## config.mk

```make
export PLATFORM = sky130hd
export DESIGN_NAME = key_debounce
export DESIGN_NICKNAME = d
export VERILOG_FILES = /design/src/rtl/key_debounce.sv
export SDC_FILE = /design/constraint.sdc
export NUM_CORES = 1
export LEC_CHECK = 0
export CAP_MARGIN = 10
export CORE_AREA = 2 2 39 41
export CTS_BUF_LIST = sky130_fd_sc_hd__clkbuf_8
export DETAILED_ROUTE_END_ITERATION = 16
export DIE_AREA = 0 0 41 43
export GPL_ROUTABILITY_DRIVEN = 0
export PLACE_DENSITY = 0.65
export SLEW_MARGIN = 20
export SYNTH_ARGS = -nofsm -noshare
export SYNTH_HDL_FRONTEND = slang
export SYNTH_SLANG_ARGS = --single-unit
export TNS_END_PERCENT = 50
```

## constraint.sdc

```tcl
create_clock -name CLK -period 2.2 [get_ports CLK]
set_clock_uncertainty 0.1 [all_clocks]
set_input_delay 0.44 -clock CLK [delete_from_list [all_inputs] [get_ports CLK]]
set_output_delay 0.44 -clock CLK [all_outputs]
set_load 0.1 [all_outputs]
```

## src/rtl/key_debounce.sv

```systemverilog
// Key debouncer: 2-flop synchronizer, 4-state qualification FSM, stability counter.
// Optional rising-edge press counter enabled by defining KEY_DEBOUNCE_PRESS_CNT_EN.
module key_debounce #(
    parameter int CNT_MAX    = 20,
    parameter int CNT_W      = 5,
    parameter bit ACTIVE_LOW = 1'b0
) (
    input  logic       CLK,
    input  logic       RST_n,
    input  logic       KEY_IN,
    output logic       KEY_LEVEL,
    output logic       KEY_RISE,
    output logic       KEY_FALL,
    output logic       BUSY
`ifdef KEY_DEBOUNCE_PRESS_CNT_EN
    ,
    output logic [7:0] PRESS_CNT
`endif
);

    typedef enum logic [1:0] {
        IDLE_LOW   = 2'd0,
        CHECK_HIGH = 2'd1,
        IDLE_HIGH  = 2'd2,
        CHECK_LOW  = 2'd3
    } state_t;

    localparam logic [CNT_W-1:0] CNT_LAST = CNT_W'(CNT_MAX - 1);

    logic             s1_q, s2_q;
    state_t           state_q;
    logic [CNT_W-1:0] cnt_q;
    logic             level_q, rise_q, fall_q, busy_q;

    always_ff @(posedge CLK or negedge RST_n) begin
        if (!RST_n) begin
            s1_q <= 1'b0;
            s2_q <= 1'b0;
        end else begin
            s1_q <= KEY_IN ^ ACTIVE_LOW;
            s2_q <= s1_q;
        end
    end

    // Pulses default low each cycle so they last exactly one clock.
    always_ff @(posedge CLK or negedge RST_n) begin
        if (!RST_n) begin
            state_q <= IDLE_LOW;
            cnt_q   <= '0;
            level_q <= 1'b0;
            rise_q  <= 1'b0;
            fall_q  <= 1'b0;
            busy_q  <= 1'b0;
        end else begin
            rise_q <= 1'b0;
            fall_q <= 1'b0;
            case (state_q)
                IDLE_LOW: begin
                    if (s2_q) begin
                        state_q <= CHECK_HIGH;
                        cnt_q   <= '0;
                        busy_q  <= 1'b1;
                    end
                end
                CHECK_HIGH: begin
                    if (!s2_q) begin
                        state_q <= IDLE_LOW;
                        busy_q  <= 1'b0;
                    end else if (cnt_q == CNT_LAST) begin
                        state_q <= IDLE_HIGH;
                        level_q <= 1'b1;
                        rise_q  <= 1'b1;
                        busy_q  <= 1'b0;
                    end else begin
                        cnt_q <= cnt_q + 1'b1;
                    end
                end
                IDLE_HIGH: begin
                    if (!s2_q) begin
                        state_q <= CHECK_LOW;
                        cnt_q   <= '0;
                        busy_q  <= 1'b1;
                    end
                end
                CHECK_LOW: begin
                    if (s2_q) begin
                        state_q <= IDLE_HIGH;
                        busy_q  <= 1'b0;
                    end else if (cnt_q == CNT_LAST) begin
                        state_q <= IDLE_LOW;
                        level_q <= 1'b0;
                        fall_q  <= 1'b1;
                        busy_q  <= 1'b0;
                    end else begin
                        cnt_q <= cnt_q + 1'b1;
                    end
                end
                default: begin
                    state_q <= IDLE_LOW;
                    busy_q  <= 1'b0;
                end
            endcase
        end
    end

    assign KEY_LEVEL = level_q;
    assign KEY_RISE  = rise_q;
    assign KEY_FALL  = fall_q;
    assign BUSY      = busy_q;

`ifdef KEY_DEBOUNCE_PRESS_CNT_EN
    logic [7:0] press_q;

    // 8-bit counter wraps naturally from 255 to 0.
    always_ff @(posedge CLK or negedge RST_n) begin
        if (!RST_n) press_q <= '0;
        else if (rise_q) press_q <= press_q + 8'd1;
    end

    assign PRESS_CNT = press_q;
`endif

endmodule
```

==> results.yml <==
outcome:
  outcome: "complete, no violations"
sta:
  worst_pin_slew_ns: 0.545
  drv_slew: 0
  max_freq_mhz: 603
  setup_tns_ns: 0
  grt_setup_unrepaired: "false"
  whs_ns: 0.249
  maxSlewHeadroom_pct: 63.6
  setup_viol: 0
  hold_viol_final: 0
  period_minus_slack_ns: 1.66
  post-route-period-util_pct: 75.4
  timing.final.ws_setup_ns: 0.540
detailed_routing:
  drtPass1Iterations: 4
  vias_per_cell: 5.17
  final_antenna_net_count: 0
  drt-initial-drc-count: 14
  drc: 0
  vias: 403
  routed_wl_um: 909
  wire_per_inst_um: 11.7
yosys:
  ys_seq_elements: 13
  postSynthAreaPerCell_um2: 11.0
  synth.top_cell.area_share_pct: 55.7
  synthesis.area_um2: 584
  syn_inst: 53
  synth_cell_type_count: 26
  synth_fp_nets: 57
  synth.area.top_cells: "dfrtp_1 (56%), nand3_1 (6.0%), inv_1 (3.2%)"
  yosys_warnings: 0
  synth-seq-area-share_pct: 55.7
  synth_top_cell_by_area: "dfrtp_1"
setup_path:
  critical_path_class: "flop to flop"
  worst-path-max-fanout: 7
  crit_path_end_kind: "flop"
  path_cells: "ha_1, and4bb_4, or2_4, o41ai_2"
  reg2reg_slack_ns: 0.54
  start_kind: "flop"
  timing.critical_path.buf_inv: 0
  crit_slowest_cell: "dfrtp_1"
  critPathTopFamily: "simple AND/OR/NAND/NOR gates"
  cp_slowest_stage_delay_ns: 0.42
  required_ns: 2.24
  cp.arrival_ns: 1.70
layout:
  nNetsFinal: 67
  antenna_cells: 0
  final_cell_mix: "dfrtp_1 (13), nand3_1 (7), inv_1 (5), nand2_1 (5), buf_4 (4)"
  area_delta_synth_final_pct: 19.3
  fillers: 123
  final_common_cell: "dfrtp_1"
  drive_above_1_share_pct: 19.4
  multi_input_area_um2: 236
  seq_area_um2: 325
  fin_area_um2: 697
power_and_ir_drop:
  sequentialPowerShare_pct: 50.4
  peakVddDrop_v: 0.000488
  power.density_nw_per_um2: 763
  internal-power_uw: 398
  combPwrFrac_pct: 10.3
  leakage_nw: 0.332
  finalPower_uw: 531
  clock_power_share_pct: 39.3
  switching_share_pct: 25.1
  p_sw_uw: 133
clocking:
  h-tree-depth: 1
  post_cts_buffers: 0
  clockBufferDepth: 2
  cts_tree: "done"
  cts_buffers: 3
  clock-sinks: 13
  cts_root_buf: "clkbuf_8"
  clk_pin_slew_worst_paths_ns: 0.05
  postCtsHoldBufs: 0
  clock_latency_ns: 0.24
  cts_resized: 0
floorplanning:
  coreArea_um2: 1380
  io_pins: 7
  placementRows: 14
  die_x_um: 41
  die_area_um2: 1760
  start_util_pct: 42.2
  die_h_um: 43
grt:
  overflow: 0
  grtUsageTotal_pct: 14.5
  antenna_found_initial: 0
  grt_pass1_wl_um: 1610
  grt_pass1_vias: 359
  grt_max_degree: 14
placement:
  portBuffers: 6
  placed_area_um2: 651
  place_ws_ns: 0.552
  dp_hpwl_um: 637
run:
  maxCapViolCount: 0
worst_hold_path:
  hold_class: "flop to flop"
[area by class of cell]
cell class / instances / share of cell area (%)
sequential: 13 / 46.7
multi-input combinational: 34 / 33.9
timing repair buffer: 6 / 7.18
tap: 16 / 2.87
inverter: 5 / 2.69
clock buffer: 3 / 5.92
clock inverter: 1 / 0.718
[kinds of logic (layout without fill, tap and decap cells)]
| logic type | count (synthesis) | after routing | synth area share (%) |
|---|---|---|---|
| AO/OA/AOI/OAI | 11 | 11 | 14.1 |
| XOR/XNOR | 1 | 1 | 2.78 |
| adder cells (fa/ha/maj) | 1 | 1 | 2.14 |
| buffers and inverters | 6 | 15 | 3.85 |
| flip-flops | 13 | 13 | 55.7 |
| multiplexers | 1 | 1 | 1.71 |
| AND/OR/NAND/NOR | 20 | 20 | 19.7 |
[state kept, by name, summed over array words and instances, names as in the netlist, named ones only]
register and cells:
s2_q 1, KEY_FALL 1, BUSY 1, cnt_q 5
state_q 1, KEY_RISE 1, KEY_LEVEL 1, s1_q 1
[cells in the mapped netlist]
master	n
o21ai_1	2
a21o_1	1
nand2_1	5
dfrtp_1	13
nand3_1	7
nand3b_1	1
nor2_1	1
ha_1	1
nor2b_1	1
o311ai_1	1
and4bb_4	1
a22oi_1	1
a21oi_1	1
or4_1	1
o21ai_0	1
inv_1	5
mux2i_1	1
o41ai_2	1
o211ai_1	1
or2_4	1
and2_1	1
a31oi_1	1
a2bb2oi_1	1
clkbuf_1	1
nor3_1	1
xnor2_2	1
[routing by layer]
layer | global-route usage (%) | share of wire (%)
met4 | 14.0 | 2.1
met2 | 15.9 | 41
met3 | 3.14 | 5.2
met5 | 0 | 0
met1 | 21.7 | 52
[metrics by stage]
step	utilization (%)	std cells
after CTS	50.4	78
after global routing	50.4	78
final	50.4	78
after floorplan	-	53
after detailed placement	47.0	74
after global placement	47.0	74
[path summary, 6_finish.rpt]
path,to,cells after the start,start
worst max-delay path,cnt_q[3],4,cnt_q[0]
worst min-delay path,s2_q,0,s1_q
worst max register to register,cnt_q[3],4,cnt_q[0]
worst min register to register,s2_q,0,s1_q
max in group asynchronous,cnt_q[0],1,RST_n
min in group asynchronous,asynchronous set/reset pin,1,RST_n
[power by group through the flow]
stage          combinational [mW]  sequential (mW)  clock (mW)
2_1_floorplan              0.0282            0.281           0
3_3_place_gp               0.0558            0.271           0
3_5_place_dp               0.0555            0.272           0
4_1_cts                    0.0557            0.267       0.215
5_1_grt                    0.0625            0.269       0.229
6_report                   0.0547            0.268       0.209
No activity file was read; power rests on OpenSTA's default activity.
